### config.mk
export PLATFORM = sky130hd
export DESIGN_NAME = host_seq
export DESIGN_NICKNAME = d
export VERILOG_FILES = /design/src/rtl/host_seq_pkg.sv /design/src/rtl/seq_run_timer.sv /design/src/rtl/host_seq.sv
export SDC_FILE = /design/constraint.sdc
export NUM_CORES = 1
export LEC_CHECK = 0
export BUFFER_PORTS_ARGS = -buffer_cell sky130_fd_sc_hd__buf_4
export CORE_MARGIN = 2
export CORE_UTILIZATION = 54
export DETAILED_ROUTE_END_ITERATION = 7
export PLACE_DENSITY = 0.81
export SLEW_MARGIN = 25
export SYNTH_ARGS = -nofsm -noshare
export SYNTH_HDL_FRONTEND = slang
export SYNTH_HIERARCHICAL = 1
export SYNTH_SLANG_ARGS = --single-unit
### constraint.sdc
create_clock -name clk -period 2.51 [get_ports clk]
set_clock_uncertainty 0.1 [all_clocks]
set_input_delay 0 -clock clk [delete_from_list [all_inputs] [get_ports clk]]
set_output_delay 0 -clock clk [all_outputs]
set_load 0.02 [all_outputs]
### src/rtl/host_seq_pkg.sv
// Shared types and defaults for the host job sequencer.
package host_seq_pkg;

  typedef enum logic [2:0] {
    S_IDLE,
    S_LOAD,
    S_REQ,
    S_RUN,
    S_DRAIN,
    S_FIN
  } state_t;

  localparam int unsigned TIMEOUT_DEFAULT = 4096;

endpackage

### src/rtl/seq_run_timer.sv
// RUN-phase cycle counter: clears on clr, counts on en; expired flags the enabled cycle that reaches TIMEOUT.
// Zero latency on expired (combinational from count/en); no backpressure.
module seq_run_timer
  import host_seq_pkg::*;
#(
  parameter int unsigned TIMEOUT = TIMEOUT_DEFAULT
) (
  input  logic        clk,
  input  logic        reset,
  input  logic        clr,
  input  logic        en,
  output logic [15:0] count,
  output logic        expired
);

  localparam logic [15:0] LIMIT = 16'(TIMEOUT);

  logic [15:0] count_nxt;

  assign count_nxt = count + 16'd1;
  // Asserted during the cycle whose increment lands on LIMIT, so count ends exactly at TIMEOUT.
  assign expired   = en && (count_nxt == LIMIT);

  always_ff @(posedge clk or negedge reset) begin
    if (!reset) begin
      count <= 16'd0;
    end else if (clr) begin
      count <= 16'd0;
    end else if (en) begin
      count <= count_nxt;
    end
  end

endmodule

### src/rtl/host_seq.sv
// Host job sequencer: load words into dat_mem, pulse core_req, wait done/timeout, stream result window out.
// start->in_ready 1 cycle, done->out_valid 1 cycle; both streams valid/ready at one word per cycle.
module host_seq
  import host_seq_pkg::*;
#(
  parameter int unsigned TIMEOUT = TIMEOUT_DEFAULT
) (
  input  logic        clk,
  input  logic        reset,
  input  logic        start,
  input  logic [7:0]  load_base,
  input  logic [7:0]  load_cnt,
  input  logic [7:0]  res_base,
  input  logic [7:0]  res_cnt,
  input  logic        in_valid,
  input  logic [7:0]  in_data,
  output logic        in_ready,
  output logic        out_valid,
  output logic [7:0]  out_data,
  input  logic        out_ready,
  output logic        mem_sel,
  output logic [7:0]  mem_addr,
  output logic [7:0]  mem_wdata,
  output logic        mem_wr_en,
  input  logic [7:0]  mem_rdata,
  output logic        core_req,
  input  logic        core_done,
  output logic        busy,
  output logic        error,
  output logic [15:0] cycles,
  output logic        job_done
);

  state_t      state, state_nxt;
  logic [7:0]  idx;
  logic [7:0]  load_base_q, load_cnt_q, res_base_q, res_cnt_q;
  logic        error_q;
  logic        load_fire, drain_fire, done_seen;
  logic        tmr_clr, tmr_en, tmr_exp;
  logic [15:0] tmr_count;

  seq_run_timer #(.TIMEOUT(TIMEOUT)) u_timer (
    .clk     (clk),
    .reset   (reset),
    .clr     (tmr_clr),
    .en      (tmr_en),
    .count   (tmr_count),
    .expired (tmr_exp)
  );

  assign tmr_clr    = (state == S_REQ);
  assign tmr_en     = (state == S_RUN);
  assign load_fire  = (state == S_LOAD) && in_valid;
  assign drain_fire = (state == S_DRAIN) && out_ready;
  // The first RUN cycle (count still 0) blanks a done left high by the previous job.
  assign done_seen  = core_done && (tmr_count != 16'd0);

  assign busy     = (state != S_IDLE);
  assign error    = error_q;
  assign cycles   = tmr_count;
  assign out_data = mem_rdata;

  always_comb begin
    state_nxt = state;
    in_ready  = 1'b0;
    out_valid = 1'b0;
    mem_sel   = 1'b1;
    mem_addr  = 8'd0;
    mem_wdata = 8'd0;
    mem_wr_en = 1'b0;
    core_req  = 1'b0;
    job_done  = 1'b0;
    unique case (state)
      S_IDLE: begin
        if (start) state_nxt = (load_cnt != 8'd0) ? S_LOAD : S_REQ;
      end
      S_LOAD: begin
        in_ready = 1'b1;
        if (load_fire) begin
          mem_wr_en = 1'b1;
          mem_addr  = load_base_q + idx;
          mem_wdata = in_data;
          if (idx == load_cnt_q - 8'd1) state_nxt = S_REQ;
        end
      end
      S_REQ: begin
        mem_sel   = 1'b0;
        core_req  = 1'b1;
        state_nxt = S_RUN;
      end
      S_RUN: begin
        mem_sel = 1'b0;
        // Done beats a simultaneous timeout.
        if (done_seen)    state_nxt = (res_cnt_q != 8'd0) ? S_DRAIN : S_FIN;
        else if (tmr_exp) state_nxt = S_FIN;
      end
      S_DRAIN: begin
        out_valid = 1'b1;
        mem_addr  = res_base_q + idx;
        if (drain_fire && (idx == res_cnt_q - 8'd1)) state_nxt = S_FIN;
      end
      S_FIN: begin
        job_done  = 1'b1;
        state_nxt = S_IDLE;
      end
      default: state_nxt = S_IDLE;
    endcase
  end

  always_ff @(posedge clk or negedge reset) begin
    if (!reset) begin
      state       <= S_IDLE;
      idx         <= 8'd0;
      load_base_q <= 8'd0;
      load_cnt_q  <= 8'd0;
      res_base_q  <= 8'd0;
      res_cnt_q   <= 8'd0;
      error_q     <= 1'b0;
    end else begin
      state <= state_nxt;
      unique case (state)
        S_IDLE: begin
          if (start) begin
            load_base_q <= load_base;
            load_cnt_q  <= load_cnt;
            res_base_q  <= res_base;
            res_cnt_q   <= res_cnt;
            error_q     <= 1'b0;
            idx         <= 8'd0;
          end
        end
        S_LOAD:  if (load_fire) idx <= idx + 8'd1;
        S_REQ:   idx <= 8'd0;
        S_RUN:   if (tmr_exp && !done_seen) error_q <= 1'b1;
        S_DRAIN: if (drain_fire) idx <= idx + 8'd1;
        default: ;
      endcase
    end
  end

endmodule

; ---- Yosys cells after proc, flatten, opt, wreduce, memory -nomap -nowiden
; Cells that the tools add are included.
[op_classes]
muxes = 29
add_sub_neg = 6
n_reduce_logical = 20
n_eq_ne = 15
[op_table]
columns = cell, n
row1 = 2-to-1 mux 8 bit, 6
row2 = 2-to-1 mux 16 bit, 2
row3 = one-hot mux 8 bit (4 select lines), 1
row4 = 2-to-1 mux 3 bit, 6
row5 = "adder 16 x 1 -> 16 bit, second input constant", 1
row6 = adder 8 bit, 2
row7 = "== test 16 x 13 -> 1 bit, second input constant", 1
row8 = == test 8 bit, 2
row9 = one-hot mux 8 bit (2 select lines), 1
row10 = nonzero test 16 bit, 1
row11 = nonzero test 8 bit, 2
row12 = "subtractor 8 x 1 -> 8 bit, second input constant", 2
row13 = one-hot mux 3 bit (5 select lines), 1
row14 = 2-to-1 mux 1 bit, 10
row15 = "adder 8 x 1 -> 8 bit, second input constant", 1
row16 = "inequality test 2 bit, second input constant", 4
row17 = "== test 3 x 2 -> 1 bit, second input constant", 2
row18 = "== test 3 bit, second input constant", 2
row19 = logical AND 1 bit, 6
row20 = AND reduction 5 bit, 1
row21 = "inequality test 2 x 1 -> 1 bit, second input constant", 2
row22 = AND reduction 4 bit, 1
row23 = nonzero test 2 bit, 2
row24 = nonzero test 4 bit, 1
row25 = other kinds (10), 10
[totals]
word_cells = 78
inputBits = 54
out_inout_bits = 48
regBits = 60

; ---- Depth between registers and ports, before layout
; Gate-level depths: netlist of run 1.
[logic_depth]
word_depth = 6
depth_mapped = 11
mapped_depth_nobuf = 10

; ---- Hierarchy
; The synthesis of run 1 kept the hierarchy.
[modules_own_cells]
columns = module, n_inst, seq_area_each_um2, cells_each, area_per_inst_um2
row1 = host_seq, 1, 1101.1, 327, 3128.0
row2 = seq_run_timer, 1, 400.4, 114, 1072.3

; ---- Least setup slack after synthesis of run 1
; OpenSTA, ideal clock, no wires.
[synth_timing]
kind = register to register
start = reg u_timer.count[3]
end = reg state[0]
arrival_time_ns = 2.115
required_ns = 2.277
slack_ns = 0.162
stages_incl_launch_ff = 10
setup_time_ns = 0.133
path_buffers = 1
synth_period_minus_slack_ns = 2.348
path_cell_list = dfrtp_1 -> clkbuf_2 -> nand4_1 -> nor4_1 -> mux2i_1 -> nand4_1 -> a211oi_1 -> o22a_1 -> o211ai_1 -> mux2i_1
[synth_via]
elab_chain_cells = 5
elab_cells_between_ends = 9
cone_classes = 1 x add/sub / 2 x eq/ne / 2 x mux / 4 x reduce/logical
[synth_lines]
columns = item, line_no
row1 = start: declaration, seq_run_timer.sv:12  ; output logic [15:0] count,
row2 = start signal: assignment, seq_run_timer.sv:30  ; count <= count_nxt;
row3 = adder 16 x 1 -> 16 bit, seq_run_timer.sv:20  ; assign count_nxt = count + 16'd1;
row4 = == test 16 x 13 -> 1 bit, seq_run_timer.sv:22  ; assign expired = en && (count_nxt == LIMIT);
row5 = logical AND 1 bit, seq_run_timer.sv:22
row6 = net tmr_exp, host_seq.sv:39  ; logic tmr_clr, tmr_en, tmr_exp;
row7 = inequality test 3 bit (no source line), -
row8 = AND reduction 5 bit (no source line), -
row9 = end signal: assignment, host_seq.sv:120  ; state <= state_nxt;
row10 = end: declaration, host_seq.sv:34  ; state_t state, state_nxt;
; The timed path passes the listed nets, and every way through them passes these cells.
; A chain may end at the register's enable or synchronous reset.

; ---- Worst setup path after layout of run 1
[layout_timing]
start = reg idx[0]
end = out mem_addr[6]
[layout_via]
elab_chain_cells = 3
elab_cells_between_ends = 4
cone_classes = 2 x add/sub / 2 x mux
[layout_lines]
columns = item, line_no
row1 = start: declaration, host_seq.sv:35  ; logic [7:0] idx;
row2 = start signal: assignment, host_seq.sv:132  ; S_LOAD: if (load_fire) idx <= idx + 8'd1;
row3 = start signal: assignment, host_seq.sv:135  ; S_DRAIN: if (drain_fire) idx <= idx + 8'd1;
row4 = adder 8 bit, host_seq.sv:81  ; mem_addr = load_base_q + idx;
row5 = 2-to-1 mux 8 bit, host_seq.sv:79  ; if (load_fire) begin
row6 = one-hot mux 8 bit (2 select lines) (*), host_seq.sv:73  ; unique case (state)
row7 = end: declaration, host_seq.sv:22  ; output logic [7:0] mem_addr,
; Every way passes the cells marked *; elsewhere a longest branch is shown, timed or not.

==> impl_metrics.env, run 1 <==
export IMPL_endpoint_kind="primary output"
export IMPL_fin_ws_ns=-0.0850
export IMPL_startpoint_type="flop"
export IMPL_worstSkewPairLatency_ns=0.34
export IMPL_max_slew_margin_pct=48.2
export IMPL_synth_top_family_by_area="simple AND/OR/NAND/NOR gates"
export IMPL_antenna_left=0
export IMPL_period_share_pct=103
export IMPL_dp_slack_ns=0.0776
export IMPL_synth_seq_area_share_pct=35.7
export IMPL_yosys_area_share_xor_xnor_pct=11.7
export IMPL_initial_utilization_pct=54.9
export IMPL_grt_max_degree=61
export IMPL_antennaDiodeCount=0
export IMPL_htreeDepth=3
export IMPL_final_common_cell="buf_4"
export IMPL_path_max_fanout=3
export IMPL_muxShareOfSynthArea_pct=8.67
export IMPL_synth_fa_ha_area_share_pct=6.61
export IMPL_layout_drive_gt1_share_pct=26.9
export IMPL_cts_tree="done"
export IMPL_crit_arrival_ns=2.49
export IMPL_die_y_um=92.2
export IMPL_cap_violations=0
export IMPL_mostFrequentLayoutCells="buf_4, dfrtp_1, dlygate4sd3_1"
export IMPL_synth_edff_count=0
export IMPL_min_period_ns=2.59
export IMPL_grtUsageTotal_pct=27.5
export IMPL_max_stage_delay_ns=0.42
export IMPL_io_pin_count=102
export IMPL_synth_net_count=516
export IMPL_critPathSlowestCell="dfrtp_1"
export IMPL_grt_pass1_vias=3828
export IMPL_tightest_slew_ns=0.776
export IMPL_violations="negative setup slack"
export IMPL_path_delay_family="compound AO/OA/AOI/OAI gates"
export IMPL_antenna_found_initial=0
export IMPL_setup_viol=1
export IMPL_cts_sinks=60
export IMPL_rsz0062_at_grt="true"
export IMPL_grt_overflow=0
export IMPL_drc=0
export IMPL_avgSynthCellArea_um2=9.52
export IMPL_utilization_pct=74.0
export IMPL_core_mm2=0.00765
export IMPL_routedWlPerCell_um=16.7
export IMPL_clockBufferDepth=2
export IMPL_fillers=546
export IMPL_syn_to_final_growth_pct=34.7
export IMPL_grt_pass1_wl_um=18500
export IMPL_p_leak_nw=2.64
export IMPL_num_vias=3845
export IMPL_status="finished with violations"
export IMPL_hold_viol_final=0
export IMPL_worst_path_buf_inv=1
export IMPL_yosys_warnings=6
export IMPL_async_flop_share_pct=100
export IMPL_cts_root_buf="clkbuf_8"
export IMPL_critPathRequiredTime_ns=2.41
export IMPL_drt_wl_total_um=11400
export IMPL_nNetsFinal=650
export IMPL_synth_ff_type="dfrtp_1"
export IMPL_max_freq_ghz=0.385
export IMPL_synth_cells=441
export IMPL_hold_class="in -> reg"
export IMPL_worstPathCellList="ha_2, fa_2, a21o_1, a21oi_2, o21bai_1, a21oi_1, mux2i_1, a31o_1, buf_6"
export IMPL_numCtsBuffers=9
export IMPL_io_buffer_count=85
export IMPL_ys_ff_latch=60
export IMPL_clk_pin_slew_ns=0.07
export IMPL_rows=32
export IMPL_synth_compound_area_share_pct=11.1
export IMPL_die_w_um=92.2
export IMPL_dp_hpwl_um=7700
export IMPL_vias_per_cell=5.64
export IMPL_synth_simple_area_share_pct=20.1
export IMPL_finalWeightedCongestion=0.914
export IMPL_dieArea_mm2=0.00850
export IMPL_first_pass_iters=4
export IMPL_ir_drop_uv=635
export IMPL_slew_violations=0
export IMPL_crit_type="reg -> out"
export IMPL_power_density_mw_per_mm2=959
export IMPL_drt_iter0_markers=218
export IMPL_yosysUniqueCellTypes=68
export IMPL_syn_area_mm2=0.00420
## logic make-up (layout without fill, tap and decap cells)
logic type,count (synthesis),in the layout
simple gates,157,157
compound gates,68,68
flops,60,60
xor+xnor,56,56
buf+inv,46,185
mux,33,33
fa+ha+maj,21,21
## area by class of cell
class | instances | area (µm²) | area share (%)
multi-input cells | 335 | 2520 | 44.6
flip-flops and latches | 60 | 1500 | 26.6
repair buffers | 149 | 1230 | 21.7
clock buffers | 12 | 155 | 2.74
well taps | 102 | 128 | 2.26
inverters | 20 | 75.1 | 1.33
clock inverters | 4 | 47.5 | 0.840
## synthesized netlist by cell type, types with 10 or more instances
library cell  count  area [µm²]
a21oi_1          11        55.1
nand4_1          10        62.6
nor2_1           41         154
xor2_1           29         254
inv_1            17        63.8
nand2_1          35         131
nor3_1           11        55.1
o21ai_1          11        55.1
ha_1             19         238
nor4_1           10        62.6
mux2_1           26         293
dfrtp_1          60        1500
buf_4            13        97.6
xnor2_1          27         236
## per-stage QoR
step	hold slack [ns]	cells	instance area (µm²)	TNS (ns)	total power, mW
6_report	0.0485	682	5660	-0.0850	5.43
5_1_grt	0.0928	682	5660	-0.296	5.77
4_1_cts	0.0403	680	5610	0	5.27
3_5_place_dp	-0.0997	618	4910	0	4.25
3_3_place_gp	-0.0997	618	4910	0	4.15
2_1_floorplan	-0.396	441	4200	0	3.45
## timing repair
item,in CTS,in global routing
setup endpoints to repair,2,7
hold buffers,42,0
hold endpoints to repair,101,0
pin swaps,7,2
cloned,0,0
buffers inserted,4,2
resized for setup,10,8
## metal layers
| layer | up-vias | share of wire [%] | GRT usage [%] |
|---|---|---|---|
| met2 | 137 | 48 | 45.0 |
| li1 | 1824 | - | - |
| met1 | 1855 | 45 | 36.6 |
| met3 | 29 | 4.3 | 3.53 |
| met5 | - | 0 | 0 |
| met4 | 0 | 3.1 | 11.8 |
## tightest hold or removal path, stage by stage
cell	delay, ns
buf_4	0.13
nor2_1	0.11
nor3_2	0.10
nor2_1	0.10
## worst paths after layout
kind | startpoint | endpoint | slack, ns | cells after the start
setup / recovery | idx[0] | mem_addr[6] | -0.08 | 9
hold / removal | start | idx[3] | 0.05 | 4
setup reg to reg | u_timer/count[1] | state[0] | 0.12 | 9
hold reg to reg | load_base_q[5] | load_base_q[5] | 0.39 | 1
max in group asynchronous | reset | idx[1] | 1.58 | 2
min in group asynchronous | reset | u_timer/count[8] | 0.17 | 2
## sequential cells by signal (all words and copies together), names as in the netlist
register and flops:
load_base_q 8, state 3, u_timer/count 16, res_base_q 8
load_cnt_q 8, error 1, idx 8, res_cnt_q 8
## power by group
part           switching [mW]  total, mW  leakage [nW]  internal (mW)
sequential              0.336       1.63         0.762           1.29
combinational            1.57       2.90          1.78           1.33
clock                   0.383      0.892         0.102          0.510
No activity file was read; power rests on OpenSTA's default activity.
==> run 2, diff against run 1 <==
--- a/config.mk
+++ b/config.mk
@@ -7,9 +7,8 @@
 export LEC_CHECK = 0
 export BUFFER_PORTS_ARGS = -buffer_cell sky130_fd_sc_hd__buf_4
 export CORE_MARGIN = 2
-export CORE_UTILIZATION = 54
+export CORE_UTILIZATION = 40
 export DETAILED_ROUTE_END_ITERATION = 7
-export PLACE_DENSITY = 0.81
 export SLEW_MARGIN = 25
 export SYNTH_ARGS = -nofsm -noshare
 export SYNTH_HDL_FRONTEND = slang
==> run 2 against run 1 <==
  * The flow now finishes without violations
  * Via count fell by 2.9%
  * Power shrank 4.3%
  * Hold slack worse by 0.015 ns
  * First-iteration DRC count down 31%
  * Maximum frequency increased by 4.4%
  * Routed wire length shrank 3.9%
  * Sequential share of layout area fell by 0.20 points
  * Utilization down 19 points
  * Global-route usage is 7.4 points lower
  * Combinational power shrank 3%
  * Setup slack better by 0.11 ns
  * Non-clock buffer count is 3 higher
  * Critical path type unchanged
  * Largest cell class unchanged
  * Largest power group unchanged
==> impl_metrics.env, run 2 (synthesized netlist as in run 1, its figures left out) <==
export IMPL_grt_max_degree=61
export IMPL_status="finished clean"
export IMPL_die_y_um=106
export IMPL_setup_viol=0
export IMPL_numCtsBuffers=9
export IMPL_first_pass_iters=4
export IMPL_drt_wl_total_um=10900
export IMPL_startpoint_type="flop"
export IMPL_reg2reg_slack_ns=0.21
export IMPL_io_buffer_count=85
export IMPL_ir_drop_uv=433
export IMPL_clockBufferDepth=2
export IMPL_utilization_pct=55.5
export IMPL_io_pin_count=102
export IMPL_path_max_fanout=3
export IMPL_vias_per_cell=5.19
export IMPL_critPathLaunch="idx[0]"
export IMPL_dpl_cell_count=654
export IMPL_die_w_um=106
export IMPL_p_leak_nw=2.64
export IMPL_cap_violations=0
export IMPL_drt_iter0_markers=150
export IMPL_power_density_mw_per_mm2=911
export IMPL_final_common_cell="buf_4"
export IMPL_total_power_mw=5.19
export IMPL_grt_pass1_vias=3643
export IMPL_critPathRequiredTime_ns=2.41
export IMPL_clk_pin_slew_ns=0.07
export IMPL_critPathSlowestCell="dfrtp_1"
export IMPL_dieArea_mm2=0.0113
export IMPL_num_vias=3734
export IMPL_period_share_pct=99.1
export IMPL_cts_sinks=60
export IMPL_worstSkewPairLatency_ns=0.35
export IMPL_initial_utilization_pct=40.9
export IMPL_rr_worst_depth=8
export IMPL_max_stage_delay_ns=0.41
export IMPL_htreeDepth=3
export IMPL_rsz0062_at_grt="true"
export IMPL_cts_root_buf="clkbuf_8"
export IMPL_reg2reg_from="u_timer/count[1]"
export IMPL_endpoint_kind="primary output"
export IMPL_dp_hpwl_um=7980
export IMPL_setup_tns_ns=0
export IMPL_endpoint="mem_addr[6]"
export IMPL_grt_overflow=0
export IMPL_hold_viol_final=0
export IMPL_grt_pass1_wl_um=17900
export IMPL_core_mm2=0.0103
export IMPL_largest_reg_flops=16
export IMPL_drc=0
export IMPL_final_area_mm2=0.00570
export IMPL_syn_to_final_growth_pct=35.8
export IMPL_routedWlPerCell_um=15.2
export IMPL_min_period_ns=2.49
export IMPL_crit_arrival_ns=2.39
export IMPL_mostFrequentLayoutCells="buf_4, dfrtp_1, dlygate4sd3_1"
export IMPL_worstPathCellList="ha_2, inv_2, fa_2, nor2b_1, o21ai_1, a21boi_2, o21a_1, or3_1, a31o_1, buf_6"
export IMPL_max_freq_ghz=0.402
export IMPL_fin_cells=719
export IMPL_slew_violations=0
export IMPL_finalWeightedCongestion=0.891
export IMPL_worstHoldStart="start"
export IMPL_cts_tree="done"
export IMPL_grtUsageTotal_pct=20.0
export IMPL_r2r_end="state[0]"
export IMPL_antenna_found_initial=0
export IMPL_crit_type="reg -> out"
export IMPL_tightest_slew_ns=0.792
export IMPL_max_slew_margin_pct=47.2
export IMPL_layout_drive_gt1_share_pct=27.3
export IMPL_dpl_cell_area_mm2=0.00497
export IMPL_rows=37
export IMPL_antenna_left=0
export IMPL_antennaDiodeCount=0
export IMPL_nNetsFinal=653
export IMPL_hold_class="in -> reg"
export IMPL_top_register="u_timer/count"
==> run 2: cell types whose count changed in the layout (fill, tap and decap cells not counted), sizes merged <==
cell      previous run  this run
clkinvlp             1         2
buf                107       110
bufinv               1         0
==> run 2: repair_timing <==
item                                   CTS  global route
setup endpoints to repair                2             6
setup buffers                            7             0
endpoints found under the hold margin  101             0
hold buffers                            42             0
gates cloned                             0             0
pin swaps                               11             2
resized for setup                       12             7
==> run 2: power breakdown <==
group,internal (mW),switching (mW)
logic,1.33,1.48
clock network,0.382,0.401
registers,1.29,0.311
==> run 2: worst min path at each step <==
stage,end,slack [ns],cells past startpoint
after global placement,out_data[0],-0.1,0
after detailed placement,out_data[0],-0.1,0
after CTS,idx[2],0.02,4
after global routing,idx[2],0.06,4
final,idx[2],0.03,4
after floorplan,error,-0.40,0
==> run 2: area by class of cell <==
type | instances | area [µm²]
Clock inverter | 4 | 25.0
Fill cell | 933 | 4570
Timing Repair Buffer | 152 | 1250
Multi-Input combinational cell | 335 | 2530
Inverter | 20 | 75.1
Sequential cell | 60 | 1500
Clock buffer | 12 | 145
Tap cell | 136 | 170
==> run 2: layer usage <==
| layer | up-vias | part of all wire [%] | global-route usage [%] |
|---|---|---|---|
| met4 | 0 | 1.9 | 8.72 |
| li1 | 1835 | - | - |
| met3 | 16 | 3.7 | 3.37 |
| met5 | - | 0 | 0 |
| met2 | 87 | 47 | 31.8 |
| met1 | 1796 | 48 | 27.0 |
==> run 2: through the flow <==
stage / hold WS, ns / setup slack (ns)
final: 0.0331 / 0.0236
after global placement: -0.0999 / 0.217
after floorplan: -0.396 / 0.162
after detailed placement: -0.0999 / 0.116
after CTS: 0.0156 / 0.00307
after global routing: 0.0642 / -0.132
==> run 2: worst max-delay path: cells and delay by family (launching register included) <==
kind / cells / cell delay, ns
fa+ha+maj: 2 / 0.40
simple gates: 2 / 0.35
flops: 1 / 0.41
buf+inv: 2 / 0.19
compound gates: 4 / 0.69
